<file path="config.mk">
export PLATFORM = sky130hd
export DESIGN_NAME = paddle_input_ctrl_flat
export DESIGN_NICKNAME = d
export VERILOG_FILES = /design/src/rtl/paddle_input_ctrl_pkg.sv /design/src/rtl/paddle_input_ctrl_if.sv /design/src/rtl/paddle_input_ctrl_debounce.sv /design/src/rtl/paddle_input_ctrl.sv /design/src/flat_wrapper.sv
export SDC_FILE = /design/constraint.sdc
export NUM_CORES = 1
export LEC_CHECK = 0
export BUFFER_PORTS_ARGS = -buffer_cell sky130_fd_sc_hd__buf_2
export CORE_MARGIN = 3
export CORE_UTILIZATION = 51
export DETAILED_ROUTE_END_ITERATION = 10
export GPL_ROUTABILITY_DRIVEN = 0
export PLACE_DENSITY = 0.76
export SLEW_MARGIN = 10
export SYNTH_ARGS = -nofsm -noshare
export SYNTH_HDL_FRONTEND = slang
export SYNTH_SLANG_ARGS = --single-unit
export TNS_END_PERCENT = 30
</file>
<file path="constraint.sdc">
create_clock -name i_clk -period 2.6 [get_ports i_clk]
set_clock_uncertainty 0.15 [all_clocks]
set_input_delay 0.13 -clock i_clk [delete_from_list [all_inputs] [get_ports i_clk]]
set_output_delay 0.13 -clock i_clk [all_outputs]
set_load 0.1 [all_outputs]
</file>
<file path="src/rtl/paddle_input_ctrl_pkg.sv">
// Shared types and defaults for the paddle input front end.
// Optional feature macro used by the top: PADDLE_INPUT_STICKY_EN.
package paddle_input_pkg;

  localparam int unsigned DEBOUNCE_CYCLES_DEF = 650000;
  localparam int unsigned MAX_PLAYERS         = 4;

  typedef enum logic [1:0] {DIR_NONE, DIR_UP, DIR_DOWN} dir_t;

  // Conflicting or absent requests both mean "stay put".
  function automatic dir_t resolve_dir(input logic up, input logic down);
    dir_t dir;
    dir = DIR_NONE;
    if (up && !down) begin
      dir = DIR_UP;
    end else if (down && !up) begin
      dir = DIR_DOWN;
    end
    return dir;
  endfunction

endpackage

</file>
<file path="src/rtl/paddle_input_ctrl_if.sv">
// Bundle of per-player paddle inputs and frame-stable direction outputs.
interface paddle_input_ctrl_if #(
  parameter int unsigned N_PLAYERS = 2
);
  logic                 timing_tick;
  logic [N_PLAYERS-1:0] btn_up;
  logic [N_PLAYERS-1:0] btn_down;
  logic [N_PLAYERS-1:0] kbd_up;
  logic [N_PLAYERS-1:0] kbd_down;
  logic [N_PLAYERS-1:0] src_sel;
  logic [N_PLAYERS-1:0] up;
  logic [N_PLAYERS-1:0] down;
  logic                 dir_changed;

  modport master (
    output timing_tick, btn_up, btn_down, kbd_up, kbd_down, src_sel,
    input  up, down, dir_changed
  );

  modport slave (
    input  timing_tick, btn_up, btn_down, kbd_up, kbd_down, src_sel,
    output up, down, dir_changed
  );
endinterface

</file>
<file path="src/rtl/paddle_input_ctrl_debounce.sv">
// One-bit button conditioner: 2-FF synchroniser followed by a stability counter.
module input_debounce
  import paddle_input_pkg::*;
#(
  parameter int unsigned DEBOUNCE_CYCLES = DEBOUNCE_CYCLES_DEF
) (
  input  logic i_clk,
  input  logic i_rst_n,
  input  logic i_raw,
  output logic o_level
);

  localparam int unsigned CW = $clog2(DEBOUNCE_CYCLES);
  localparam logic [CW-1:0] CntMax = CW'(DEBOUNCE_CYCLES - 1);

  logic          r_sync1;
  logic          r_sync2;
  logic          r_level;
  logic [CW-1:0] r_cnt;

  // Counter only runs while the synchronised input disagrees with the accepted level.
  always_ff @(posedge i_clk) begin
    if (!i_rst_n) begin
      r_sync1 <= 1'b0;
      r_sync2 <= 1'b0;
      r_level <= 1'b0;
      r_cnt   <= '0;
    end else begin
      r_sync1 <= i_raw;
      r_sync2 <= r_sync1;
      if (r_sync2 == r_level) begin
        r_cnt <= '0;
      end else if (r_cnt == CntMax) begin
        r_level <= r_sync2;
        r_cnt   <= '0;
      end else begin
        r_cnt <= r_cnt + 1'b1;
      end
    end
  end

  assign o_level = r_level;

endmodule

</file>
<file path="src/rtl/paddle_input_ctrl.sv">
// N-player paddle input front end: debounce, source select, resolve, frame register.
// Define PADDLE_INPUT_STICKY_EN to latch sub-frame presses until the next tick.
module paddle_input_ctrl
  import paddle_input_pkg::*;
#(
  parameter int unsigned N_PLAYERS       = 2,
  parameter int unsigned DEBOUNCE_CYCLES = DEBOUNCE_CYCLES_DEF
) (
  input logic                i_clk,
  input logic                i_rst_n,
  paddle_input_ctrl_if.slave io_bus
);

  logic [N_PLAYERS-1:0] w_deb_up;
  logic [N_PLAYERS-1:0] w_deb_down;
  logic [N_PLAYERS-1:0] w_res_up;
  logic [N_PLAYERS-1:0] w_res_down;
  logic [N_PLAYERS-1:0] w_nxt_up;
  logic [N_PLAYERS-1:0] w_nxt_down;
  logic [N_PLAYERS-1:0] r_up;
  logic [N_PLAYERS-1:0] r_down;
  logic                 r_dir_changed;

  for (genvar g = 0; g < N_PLAYERS; g++) begin : g_player
    input_debounce #(.DEBOUNCE_CYCLES(DEBOUNCE_CYCLES)) u_deb_up (
      .i_clk   (i_clk),
      .i_rst_n (i_rst_n),
      .i_raw   (io_bus.btn_up[g]),
      .o_level (w_deb_up[g])
    );
    input_debounce #(.DEBOUNCE_CYCLES(DEBOUNCE_CYCLES)) u_deb_down (
      .i_clk   (i_clk),
      .i_rst_n (i_rst_n),
      .i_raw   (io_bus.btn_down[g]),
      .o_level (w_deb_down[g])
    );
  end

  always_comb begin
    w_res_up   = '0;
    w_res_down = '0;
    for (int p = 0; p < N_PLAYERS; p++) begin
      dir_t dir;
      dir = resolve_dir(io_bus.src_sel[p] ? io_bus.kbd_up[p]   : w_deb_up[p],
                        io_bus.src_sel[p] ? io_bus.kbd_down[p] : w_deb_down[p]);
      w_res_up[p]   = (dir == DIR_UP);
      w_res_down[p] = (dir == DIR_DOWN);
    end
  end

`ifdef PADDLE_INPUT_STICKY_EN
  logic [N_PLAYERS-1:0] r_seen_up;
  logic [N_PLAYERS-1:0] r_seen_down;
  logic [N_PLAYERS-1:0] r_last_up;
  logic [N_PLAYERS-1:0] w_seen_up;
  logic [N_PLAYERS-1:0] w_seen_down;
  logic [N_PLAYERS-1:0] w_last_up;

  // r_last_up remembers which direction came last, to break ties when both were seen.
  always_comb begin
    w_seen_up   = r_seen_up | w_res_up;
    w_seen_down = r_seen_down | w_res_down;
    w_last_up   = (r_last_up | w_res_up) & ~w_res_down;
    w_nxt_up    = '0;
    w_nxt_down  = '0;
    for (int p = 0; p < N_PLAYERS; p++) begin
      if (w_seen_up[p] && w_seen_down[p]) begin
        w_nxt_up[p]   = w_last_up[p];
        w_nxt_down[p] = ~w_last_up[p];
      end else begin
        w_nxt_up[p]   = w_seen_up[p];
        w_nxt_down[p] = w_seen_down[p];
      end
    end
  end

  always_ff @(posedge i_clk) begin
    if (!i_rst_n) begin
      r_seen_up   <= '0;
      r_seen_down <= '0;
      r_last_up   <= '0;
    end else begin
      r_last_up <= w_last_up;
      if (io_bus.timing_tick) begin
        r_seen_up   <= '0;
        r_seen_down <= '0;
      end else begin
        r_seen_up   <= w_seen_up;
        r_seen_down <= w_seen_down;
      end
    end
  end
`else
  always_comb begin
    w_nxt_up   = w_res_up;
    w_nxt_down = w_res_down;
  end
`endif

  always_ff @(posedge i_clk) begin
    if (!i_rst_n) begin
      r_up          <= '0;
      r_down        <= '0;
      r_dir_changed <= 1'b0;
    end else begin
      r_dir_changed <= 1'b0;
      if (io_bus.timing_tick) begin
        r_up          <= w_nxt_up;
        r_down        <= w_nxt_down;
        r_dir_changed <= ({w_nxt_up, w_nxt_down} != {r_up, r_down});
      end
    end
  end

  assign io_bus.up          = r_up;
  assign io_bus.down        = r_down;
  assign io_bus.dir_changed = r_dir_changed;

endmodule
</file>
<file path="src/flat_wrapper.sv">
// flat-port wrapper written by rule: the top's interface ports become plain ports
module paddle_input_ctrl_flat import paddle_input_pkg::*;
#(
  parameter int unsigned N_PLAYERS       = 2,
  parameter int unsigned DEBOUNCE_CYCLES = DEBOUNCE_CYCLES_DEF
)
  (i_clk, i_rst_n, io_bus_timing_tick, io_bus_btn_up, io_bus_btn_down, io_bus_kbd_up, io_bus_kbd_down, io_bus_src_sel, io_bus_up, io_bus_down, io_bus_dir_changed);
  paddle_input_ctrl_if #(.N_PLAYERS(N_PLAYERS)) io_bus_i ();
  input logic i_clk;
  input logic i_rst_n;
  input wire logic [$bits(io_bus_i.timing_tick)-1:0] io_bus_timing_tick;
  input wire logic [$bits(io_bus_i.btn_up)-1:0] io_bus_btn_up;
  input wire logic [$bits(io_bus_i.btn_down)-1:0] io_bus_btn_down;
  input wire logic [$bits(io_bus_i.kbd_up)-1:0] io_bus_kbd_up;
  input wire logic [$bits(io_bus_i.kbd_down)-1:0] io_bus_kbd_down;
  input wire logic [$bits(io_bus_i.src_sel)-1:0] io_bus_src_sel;
  output wire logic [$bits(io_bus_i.up)-1:0] io_bus_up;
  output wire logic [$bits(io_bus_i.down)-1:0] io_bus_down;
  output wire logic [$bits(io_bus_i.dir_changed)-1:0] io_bus_dir_changed;
  assign io_bus_i.timing_tick = io_bus_timing_tick;
  assign io_bus_i.btn_up = io_bus_btn_up;
  assign io_bus_i.btn_down = io_bus_btn_down;
  assign io_bus_i.kbd_up = io_bus_kbd_up;
  assign io_bus_i.kbd_down = io_bus_kbd_down;
  assign io_bus_i.src_sel = io_bus_src_sel;
  assign io_bus_up = io_bus_i.up;
  assign io_bus_down = io_bus_i.down;
  assign io_bus_dir_changed = io_bus_i.dir_changed;
  paddle_input_ctrl #(.N_PLAYERS(N_PLAYERS), .DEBOUNCE_CYCLES(DEBOUNCE_CYCLES)) u_core (.i_clk(i_clk), .i_rst_n(i_rst_n), .io_bus(io_bus_i));
endmodule
</file>
# ---- Word level (Yosys, flattened, before mapping)
# Index checks and enable logic that the tools add are counted.
dict set report totals {
  elab_cells 66
  ff_bits 97
  output_inout_bits 5
  inputBits 13
}
dict set report op_classes {
  n_addsub 4
  bitwise 5
  reduce_logical 17
  eq_ne 13
  muxes 8
}
# cell n
set ops {}
lappend ops {{20-bit by 1-bit adder with 20-bit output (second input constant)} 4}
lappend ops {{20-bit equality test (second input constant)} 4}
lappend ops {{3-bit OR reduction} 4}
lappend ops {{2-bit AND reduction} 5}
lappend ops {{2-bit two-way mux} 4}
lappend ops {{1-bit inverter} 5}
lappend ops {{1-bit equality test} 4}
lappend ops {{2-bit by 1-bit equality test with 1-bit output (second input constant)} 2}
lappend ops {{2-bit equality test (second input constant)} 2}
lappend ops {{1-bit logical AND} 4}
lappend ops {{1-bit logical NOT} 4}
lappend ops {{1-bit two-way mux} 4}
lappend ops {{4-bit inequality test} 1}

# ---- Depth between registers and ports, before layout
# Gate-level depths: netlist of run 1.
dict set report depth {
  word_depth 7
  depth_mapped 6
  ltp_nobuf 5
}

# ---- Cells and area by module
# Synthesis of run 1 repeated with hierarchy kept, for this count alone.
dict set report hier_totals {
  hier_cells 480
  hier_area_um2 4351.7
}
# module cells_each area_per_inst_um2 instances seq_area_each_um2
set by_module_without_submodules {}
lappend by_module_without_submodules {input_debounce 112 1017.2 4 460.4}
lappend by_module_without_submodules {paddle_input_ctrl 32 282.8 1 100.1}

# ---- Least setup slack after synthesis of run 1
# OpenSTA, ideal clock, no wires.
dict set report synth_timing {
  kind {register to register}
  start {reg u_core.g_player[1].u_deb_down.r_cnt[0]}
  end {reg u_core.g_player[1].u_deb_down.r_cnt[18]}
  n_path_buf 0
  period_less_slack_ns 2.118
  t_arrival_ns 1.898
  path_slack_ns 0.482
  t_required_ns 2.380
  stages_incl_launch_ff 6
  setup_time_ns 0.070
  path_cell_list {dfxtp_1 -> ha_1 -> nand3_1 -> or4_1 -> or4_1 -> a21oi_1}
}
dict set report synth_via {
  elab_chain_len 2
  elab_cells_between_ends 3
  classes_between {add/sub (1); eq/ne (1); reduce/logical (1)}
}
# item line
set synth_lines {}
lappend synth_lines {{from (decl)} paddle_input_ctrl_debounce.sv:19} ;# logic [CW-1:0] r_cnt;
lappend synth_lines {{from (signal assigned)} paddle_input_ctrl_debounce.sv:37} ;# r_cnt <= r_cnt + 1'b1;
lappend synth_lines {{branches (longest 2 deep; another with 20-bit by 1-bit adder with 20-bit output)} -}
# Parallel ways; which one is timed is not known.
# A chain may end at the register's enable or synchronous reset.

# ---- Worst setup path after layout of run 1
# Same ends and word-level chain as after synthesis.

==> results of run 1 <==
final cells by class:
cell class	instances	area (um^2)	area share (%)
clock buffers	9	124	2.55
clock inverters	6	92.6	1.90
inverters	20	75.1	1.54
multi-input cells	381	2330	48.0
flip-flops and latches	97	1940	39.9
well taps	105	131	2.70
repair buffers	26	168	3.45
worst min path at each step:
| stage | end | cells past startpoint |
|---|---|---|
| 2_1_floorplan | u_core.g_player[0].u_deb_down.r_sync1$_SDFF_PN0_ | 1 |
| 3_3_place_gp | u_core.g_player[0].u_deb_up.r_sync1$_SDFF_PN0_ | 2 |
| 3_5_place_dp | u_core.g_player[0].u_deb_up.r_sync1$_SDFF_PN0_ | 2 |
| 4_1_cts | u_core.io_bus.up[0]$_SDFFE_PN0P_ | 4 |
| 5_1_grt | u_core.io_bus.up[0]$_SDFFE_PN0P_ | 4 |
| 6_report | u_core.io_bus.up[0]$_SDFFE_PN0P_ | 4 |
where the power goes:
part / switching, mW / internal [mW] / total, mW
combinational: 0.0684 / 0.0365 / 0.105
sequential: 0.00850 / 1.50 / 1.50
clock: 0.526 / 0.543 / 1.07
flip-flops by register name, summed over array words and instances, names as in the netlist:
register                            count
u_core.g_player.u_deb_down.o_level      2
u_core.g_player.u_deb_down.r_cnt       40
u_core.g_player.u_deb_down.r_sync1      2
u_core.g_player.u_deb_down.r_sync2      2
u_core.g_player.u_deb_up.o_level        2
u_core.g_player.u_deb_up.r_cnt         40
u_core.g_player.u_deb_up.r_sync1        2
u_core.g_player.u_deb_up.r_sync2        2
u_core.io_bus.dir_changed               1
u_core.io_bus.down                      2
u_core.io_bus.up                        2
per-layer routing:
layer	global-route usage [%]	wire length, um	vias to the layer above
li1	-	-	1868
met1	23.1	4140	1645
met2	29.6	3980	37
met3	5.73	249	9
met4	6.83	82	2
met5	0	13	-
worst max-delay path, stage by stage, from the launching register on:
cell and delay [ns]:
dfxtp_1 0.41, ha_1 0.24, nand3_1 0.20, or4_1 0.65, or4_1 0.49, a21oi_1 0.15
cell families (layout without fill, tap and decap cells):
family / count (synthesis) / after routing / synth area share [%]
fa+ha+maj: 4 / 4 / 1.13
flops: 97 / 97 / 44.0
mux: 3 / 3 / 0.709
simple gates: 251 / 251 / 30.6
buf+inv: 32 / 61 / 3.12
compound gates: 68 / 68 / 9.47
xor+xnor: 55 / 55 / 10.9
placed cells by master, fill, tap and decap left out, types with 3 or more instances in the layout:
cell            n
inv_1          20
or4_4           3
o21ai_0        19
xor2_1         20
and3_1          6
nor2_1         68
dfxtp_1        97
nand2_1        26
xnor2_1        35
dlygate4sd3_1   6
ha_1            4
buf_2          17
nor4bb_1        3
a21oi_1        29
or4_1          13
nand3b_1        4
clkbuf_8        9
and2_1         11
and4_1          6
nor4_1         13
buf_4           3
nor3_1         15
nand3_1        32
or3_1          15
nand4_1        20
or2_2           4
o211ai_1        4
o31ai_1         6
nand2b_1        7
metrics by stage:
stage	setup slack [ns]	instance area [um^2]	instances	hold slack, ns
6_report	0.243	4870	644	0.0227
5_1_grt	0.0819	4870	644	0.0169
4_1_cts	0.249	4870	644	0.00317
3_5_place_dp	0.324	4590	623	0.194
3_3_place_gp	0.368	4590	623	0.191
2_1_floorplan	0.482	4410	510	0.107
==> flow_summary.toml, run 1 <==
[outcome]
outcome = "completed"

[route]
vias = 3561
ant_nets = 0
wl_per_cell_um = 13.1
drt-total-wl_mm = 8.46
drc = 0
viasPerCell = 5.53
initialDrtViolationCount = 144
drt_pass1_iterations = 4

[global_route]
grt_pass1_vias = 3352
grt_pass1_wl_mm = 14.9
grt_remaining_overflow = 0
grt_max_degree = 21
grt_usage_pct = 18.4
antenna_found_initial = 1

[power_and_ir_drop]
finalPower_mw = 2.68
p_leak_nw = 1.49
peakVddDrop_v = 0.000320
powerDensity_nw_per_um2 = 551

[floorplanning]
die_area_um2 = 9800
rows = 33
die_w_um = 99.0
io_pins = 18
die_y_um = 99.0
initial_utilization_pct = 53.2
core_um2 = 8300

[worst_setup_path]
crit_end = "u_core.g_player[1].u_deb_down.r_cnt[18]$_SDFF_PP0_"
reg2regPathDepth = 5
startpoint_type = "register"
crit_fanout = 6
crit_type = "register to register"
r2r-end = "u_core.g_player[1].u_deb_down.r_cnt[18]$_SDFF_PP0_"
regToRegSetupSlack_ns = 0.24
startpoint = "u_core.g_player[1].u_deb_down.r_cnt[0]$_SDFF_PP0_"
cp-end-kind = "register"
critPathRequiredTime_ns = 2.75
rr_startpoint = "u_core.g_player[1].u_deb_down.r_cnt[0]$_SDFF_PP0_"
cp_data_arrival_time_ns = 2.50

[sta]
setup_viol_count_final = 0
period_minus_slack_ns = 2.36
tightest_slew_ns = 0.495
fin_crit_sh_pct = 90.7
rsz0062_at_grt = "false"
finalHoldViolations = 0
fmax_mhz = 424
setup-tns-final_ns = 0
slew_headroom_pct = 66.9
drv_slew = 0

[logic_synthesis]
synth_top_cell_area_share_pct = 44.0
synth_warnings = 0
synth_area_leaders = "dfxtp_1 44%, xnor2_1 6.9%, nor2_1 5.8%"
ys.flop_type = "dfxtp_1"
yosysMostFrequentCell = "dfxtp_1"
syn_inst = 510
synthDistinctLibCells = 42
synthArstFlopShare_pct = 0
yosysSeqAreaShare_pct = 44.0
synth_edf_count = 0
netlist.top_cell.by_area = "dfxtp_1"
synth_common_cells = "97 x dfxtp_1, 68 x nor2_1, 35 x xnor2_1"
synth_area_um2 = 4410
synth_seq_cells = 97
synth.net_count = 527
avgSynthCellArea_um2 = 8.65

[clocking]
cts.sinks = 97
insertion_delay_ns = 0.36
cts_hold_buf = 6
post_cts_buffers = 0
htreeDepth = 3
cts_buffers = 9
path_clk_slew_ns = 0.10
cts_tree = "built"
clock-root-buffer = "clkbuf_8"
cts_resized = 0
clk_path_buf_depth = 2

[cells_and_area]
fin_util_pct = 58.6
final_net_count = 552
fillers = 756
diodes = 0
synthToLayoutAreaGrowth_pct = 10.3
drive_gt1_share_pct = 8.91

[worst_hold_path]
worstHoldPathType = "primary input to register"
min_from = "io_bus_src_sel[0]"

[run]
cap_violations = 0

[place]
dp_hpwl_mm = 5.89
portBuffers = 17
No activity file was read; power rests on OpenSTA's default activity.
==> inputs of run 2 (changes only) <==
--- a/config.mk
+++ b/config.mk
@@ -5,6 +5,7 @@
 export SDC_FILE = /design/constraint.sdc
 export NUM_CORES = 1
 export LEC_CHECK = 0
+export ABC_AREA = 1
 export BUFFER_PORTS_ARGS = -buffer_cell sky130_fd_sc_hd__buf_2
 export CORE_MARGIN = 3
 export CORE_UTILIZATION = 51
==> constraint.sdc (replaced) <==
create_clock -name i_clk -period 2.55 [get_ports i_clk]
set_clock_uncertainty 0.15 [all_clocks]
set_input_delay 0.1275 -clock i_clk [delete_from_list [all_inputs] [get_ports i_clk]]
set_output_delay 0.1275 -clock i_clk [all_outputs]
set_load 0.1 [all_outputs]
==> run 2 against run 1 <==
Register-to-register slack gained 0.48 ns. Routed wire length grew 16%. Clock-buffer cell count rose by 1. Combinational power is 22% higher. Final area increased by 12%. Via count is 22% higher. First-iteration DRC count up 36%. Hold slack lost 0.0038 ns. Non-clock buffer count increased by 3. Maximum frequency is 29% higher. Critical path depth grew 2. Synthesized area increased by 12%. Critical endpoint is now u_core.g_player[0].u_deb_up.r_cnt[18]$_SDFF_PP0_. Highest routed layer is now met4.
==> flow_summary.toml, run 2 <==
[outcome]
outcome = "completed"

[clocking]
cts_tree = "built"
clock-root-buffer = "clkbuf_8"
cts_buffers = 9
cts.sinks = 97
path_clk_slew_ns = 0.09
clk_path_buf_depth = 2
insertion_delay_ns = 0.36
post_cts_buffers = 0
htreeDepth = 3

[logic_synthesis]
synthArstFlopShare_pct = 0
synth_edf_count = 0
synth_top_cell_area_share_pct = 39.4
synth_warnings = 0
synth_area_leaders = "dfxtp_1 39%, nand2_1 15%, nor2_1 12%"
synth_area_um2 = 4930
yosysMostFrequentCell = "nand2_1"
synth_common_cells = "191 x nand2_1, 153 x nor2_1, 97 x dfxtp_1"
synth_seq_cells = 97
synthDistinctLibCells = 32
yosysSeqAreaShare_pct = 39.4
synth.net_count = 736
avgSynthCellArea_um2 = 6.86
syn_inst = 719
ys.flop_type = "dfxtp_1"
netlist.top_cell.by_area = "dfxtp_1"

[sta]
setup_viol_count_final = 0
tightest_slew_ns = 0.518
slew_headroom_pct = 65.4
rsz0062_at_grt = "false"
period_minus_slack_ns = 1.83
fin_crit_sh_pct = 71.6
fmax_mhz = 547
drv_slew = 0
setup-tns-final_ns = 0
finalHoldViolations = 0

[route]
wl_per_cell_um = 11.1
drt-total-wl_mm = 9.86
viasPerCell = 4.91
ant_nets = 0
initialDrtViolationCount = 196
drc = 0
vias = 4343
drt_pass1_iterations = 7

[cells_and_area]
final_net_count = 768
diodes = 0
synthToLayoutAreaGrowth_pct = 10.8
postLayoutCellArea_um2 = 5460
drive_gt1_share_pct = 10.4
final_common_cell = "nand2_1"
final_cell_mix = "191 x nand2_1, 153 x nor2_1, 97 x dfxtp_1"
largestRegisters = "u_core.g_player.u_deb_down.r_cnt (40), u_core.g_player.u_deb_up.r_cnt (40)"

[worst_setup_path]
path_cells = "ha_1, nand3_4, nor2_1, nand3_1, nand2_1, buf_4, nor2_1"
startpoint_type = "register"
crit_type = "register to register"
crit_fanout = 14
critPathRequiredTime_ns = 2.66
max_stage_delay_ns = 0.42
rr_startpoint = "u_core.g_player[0].u_deb_up.r_cnt[0]$_SDFF_PP0_"
r2r-end = "u_core.g_player[0].u_deb_up.r_cnt[18]$_SDFF_PP0_"
reg2regPathDepth = 7
cp_data_arrival_time_ns = 1.93
slowest_stage = "dfxtp_1"
regToRegSetupSlack_ns = 0.72
crit_path_frequent_cell = "nor2_1"
cp-end-kind = "register"

[run]
cap_violations = 0

[place]
portBuffers = 17
dp_hpwl_mm = 7.43
dpl-instance-area_um2 = 5120

[power_and_ir_drop]
p_leak_nw = 1.86
powerDensity_nw_per_um2 = 508
peakVddDrop_v = 0.000318

[floorplanning]
core_um2 = 9330
rows = 35
die_w_um = 104
die_y_um = 104
initial_utilization_pct = 52.9
die_area_um2 = 10900
io_pins = 18

[worst_hold_path]
worstHoldPathType = "primary input to register"
whs_endpoint = "u_core.io_bus.up[0]$_SDFFE_PN0P_"
holdPathStages = 6
min_from = "io_bus_kbd_down[0]"

[global_route]
grt_pass1_vias = 4140
antenna_found_initial = 0
grt_pass1_wl_mm = 17.3
grt_remaining_overflow = 0
grt_max_degree = 20
grt_usage_pct = 18.6
run 2: how the worst max path moves through the flow:
stage | depth (start not counted) | slack (ns) | start | to
2_1_floorplan | 5 | 0.94 | u_core.io_bus.up[1]$_SDFFE_PN0P_ | u_core.io_bus.dir_changed$_SDFF_PN0_
3_3_place_gp | 7 | 0.81 | u_core.g_player[0].u_deb_up.r_cnt[0]$_SDFF_PP0_ | u_core.g_player[0].u_deb_up.r_cnt[12]$_SDFF_PP0_
3_5_place_dp | 7 | 0.75 | u_core.g_player[0].u_deb_up.r_cnt[0]$_SDFF_PP0_ | u_core.g_player[0].u_deb_up.r_cnt[18]$_SDFF_PP0_
4_1_cts | 7 | 0.73 | u_core.g_player[0].u_deb_up.r_cnt[0]$_SDFF_PP0_ | u_core.g_player[0].u_deb_up.r_cnt[18]$_SDFF_PP0_
5_1_grt | 7 | 0.50 | u_core.g_player[0].u_deb_up.r_cnt[0]$_SDFF_PP0_ | u_core.g_player[0].u_deb_up.r_cnt[1]$_SDFF_PP0_
6_report | 7 | 0.72 | u_core.g_player[0].u_deb_up.r_cnt[0]$_SDFF_PP0_ | u_core.g_player[0].u_deb_up.r_cnt[18]$_SDFF_PP0_
run 2: final cells by class:
cell class / count / area (um^2)
fill: 873 / 3860
multi-input combinational: 539 / 2650
sequential: 97 / 1940
inverter: 75 / 282
timing repair buffer: 29 / 203
tap: 129 / 161
clock buffer: 10 / 138
clock inverter: 6 / 90.1
run 2: power breakdown:
group / switching (mW) / internal (mW)
sequential: 0.00911 / 1.53
combinational: 0.0872 / 0.0404
clock: 0.531 / 0.583
run 2: cells by family after synthesis:
group	after synthesis	synth area share [%]
and+or+nand+nor	445	40.1
AOI/OAI and AO/OA	52	5.81
buffers and inverters	83	6.90
xor gates and xnor gates	38	6.75
adders and majority gates	4	1.02
DFF	97	39.4
run 2: stage by stage:
stage	hold slack, ns	worst slack [ns]	total power [mW]	std cells	util [%]
6_report	0.0189	0.723	2.78	885	58.6
5_1_grt	0.0438	0.502	2.88	885	58.6
3_5_place_dp	0.167	0.746	1.69	858	54.9
3_3_place_gp	0.163	0.815	1.68	858	54.9
2_1_floorplan	0.0751	0.939	1.66	719	-
4_1_cts	0.00504	0.735	2.81	885	58.6
run 2: worst max-delay path, delay by kind of cell (launching register included):
family                   cells  cell delay (ns)
flip-flops                   1             0.42
adder cells (fa/ha/maj)      1             0.28
AND/OR/NAND/NOR              5             0.62
buffers and inverters        1             0.26
run 2: what timing repair did:
action / CTS / global route
hold buffers: 11 / 0
hold endpoints to repair: 14 / 0
gates resized for setup: 0 / 0
run 2: metal layers:
| layer | vias up | GRT usage, % | share of wire [%] | wire [um] |
|---|---|---|---|---|
| li1 | 2296 | - | - | - |
| met1 | 1968 | 22.1 | 46 | 4560 |
| met2 | 60 | 33.0 | 49 | 4820 |
| met3 | 19 | 4.59 | 3.2 | 314 |
| met4 | 0 | 5.22 | 1.6 | 157 |
| met5 | - | 0 | 0 | 0 |
==> inputs of run 3 (changes only) <==
--- a/config.mk
+++ b/config.mk
@@ -5,7 +5,7 @@
 export SDC_FILE = /design/constraint.sdc
 export NUM_CORES = 1
 export LEC_CHECK = 0
-export ABC_AREA = 1
+export ABC_AREA = 0
 export BUFFER_PORTS_ARGS = -buffer_cell sky130_fd_sc_hd__buf_2
 export CORE_MARGIN = 3
 export CORE_UTILIZATION = 51
==> constraint.sdc (replaced) <==
create_clock -name i_clk -period 1.86 [get_ports i_clk]
set_clock_uncertainty 0.15 [all_clocks]
set_input_delay 0.093 -clock i_clk [delete_from_list [all_inputs] [get_ports i_clk]]
set_output_delay 0.093 -clock i_clk [all_outputs]
set_load 0.1 [all_outputs]
==> run 3 against run 2 <==
The flow now finishes with violations (negative setup slack). Hold slack about the same. Critical path type unchanged. Cell count decreased by 19%. Total power rose by 25%. Register-to-register slack got worse by 0.87 ns. Sequential power grew 36%. First-iteration DRC count down 40%. Highest routed layer is now met5. Critical path depth shrank 2. Combinational power up 32%. Flip-flop and latch count did not move. Maximum frequency down 9.0%. Largest power group unchanged. Global-route usage up 0.48 points. Critical endpoint is now u_core.g_player[0].u_deb_up.r_cnt[14]$_SDFF_PP0_. Clock-buffer cell count increased by 1.
==> flow_summary.toml, run 3 (synthesized netlist as in run 1, its figures left out) <==
[outcome]
outcome = "finished with violations"
violations = "negative setup slack"

[sta]
finalHoldViolations = 0
drv_slew = 0
fin_crit_sh_pct = 108
setup_viol_count_final = 61
fin_ws_ns = -0.146
fmax_mhz = 498
rsz0062_at_grt = "true"
tightest_slew_ns = 0.506
fin_hold_ws_ns = 0.0184
setup-tns-final_ns = -6.32
slew_headroom_pct = 66.5
period_minus_slack_ns = 2.01

[global_route]
grt_pass1_wl_mm = 15.7
grt_remaining_overflow = 0
grt_max_degree = 21
grt_pass1_vias = 3666
grt_usage_pct = 19.0
antenna_found_initial = 1

[power_and_ir_drop]
peakVddDrop_v = 0.000433
finalPower_mw = 3.46
powerDensity_nw_per_um2 = 632
p_leak_nw = 1.86

[worst_setup_path]
crit_type = "register to register"
cp-end-kind = "register"
startpoint_type = "register"
crit_fanout = 19
rr_startpoint = "u_core.g_player[0].u_deb_up.r_cnt[12]$_SDFF_PP0_"
regToRegSetupSlack_ns = -0.15
cp_data_arrival_time_ns = 2.10
reg2regPathDepth = 5
startpoint = "u_core.g_player[0].u_deb_up.r_cnt[12]$_SDFF_PP0_"
critPathRequiredTime_ns = 1.95

[place]
dpl-instance-area_um2 = 5100
portBuffers = 17
dp_slack_ns = -0.168
dp.cells = 684
dp_hpwl_mm = 6.69

[cells_and_area]
fin_util_pct = 65.9
largestRegisters = "u_core.g_player.u_deb_down.r_cnt (40), u_core.g_player.u_deb_up.r_cnt (40)"
fin_cells = 713
final_common_cell = "dfxtp_1"
drive_gt1_share_pct = 22.4
postLayoutCellArea_um2 = 5470
final_net_count = 620
synthToLayoutAreaGrowth_pct = 24.0
fillers = 663
final_cell_mix = "84 x dfxtp_1, 68 x nor2_1, 59 x buf_4"
diodes = 0

[route]
drt-total-wl_mm = 9.24
vias = 3874
initialDrtViolationCount = 117
drt_pass1_iterations = 4
drc = 0
wl_per_cell_um = 13.0
ant_nets = 0
viasPerCell = 5.43

[clocking]
insertion_delay_ns = 0.36
htreeDepth = 3
clock-root-buffer = "clkbuf_8"
path_clk_slew_ns = 0.09
cts_tree = "built"
post_cts_buffers = 0
cts_buffers = 9
cts.sinks = 97
clk_path_buf_depth = 2

[worst_hold_path]
min_from = "io_bus_kbd_up[1]"
holdPathStages = 4
worstHoldPathType = "primary input to register"

[floorplanning]
die_y_um = 99.0
die_area_um2 = 9800
io_pins = 18
core_um2 = 8300
initial_utilization_pct = 53.2
die_w_um = 99.0
rows = 33

[run]
cap_violations = 0
[run 3: final timing paths]
path / end
worst max-delay path: u_core.g_player[0].u_deb_up.r_cnt[14]$_SDFF_PP0_
worst min-delay path: u_core.io_bus.down[1]$_SDFFE_PN0P_
worst max register to register: u_core.g_player[0].u_deb_up.r_cnt[14]$_SDFF_PP0_
worst min register to register: u_core.g_player[0].u_deb_down.r_sync2$_SDFF_PN0_
[run 3: timing repair]
| action | in CTS | in global routing |
|---|---|---|
| hold buffers | 13 | 0 |
| resized for setup | 15 | 12 |
| hold endpoints to repair | 12 | 0 |
| pin swaps | 17 | 3 |
| endpoints found under the setup margin | 61 | 82 |
[run 3: routing by layer]
metal  share of wire [%]  global-route usage [%]  up-vias  wire [um]
met5                0.14                       0        -         13
met4                 1.3                    6.62        2        123
met3                 3.9                    4.74       14        358
met2                  49                    32.7       63       4520
met1                  46                    23.2     1800       4220
li1                    -                       -     1995          -
[run 3: where the power goes]
group	internal, mW	total (mW)	switching, mW	leakage (nW)
Clock	0.486	1.19	0.702	0.0835
Combinational	0.0687	0.169	0.100	0.981
Sequential	2.09	2.10	0.0114	0.790
[run 3: layout make-up]
cell class                 instances  area [um^2]  area share (%)
multi-input combinational        381         2410            44.1
sequential                        97         1960            35.8
timing repair buffer              94          732            13.4
clock buffer                      11          131            2.40
tap                              105          131            2.40
inverter                          20         75.1            1.37
clock inverter                     5         31.3           0.572
[run 3: worst max-delay path: stages (launching register included)]
cell and delay (ns):
dfxtp_2 0.33, or4_4 0.53, or4_4 0.51, o21ai_4 0.16, buf_12 0.17, a21oi_1 0.05
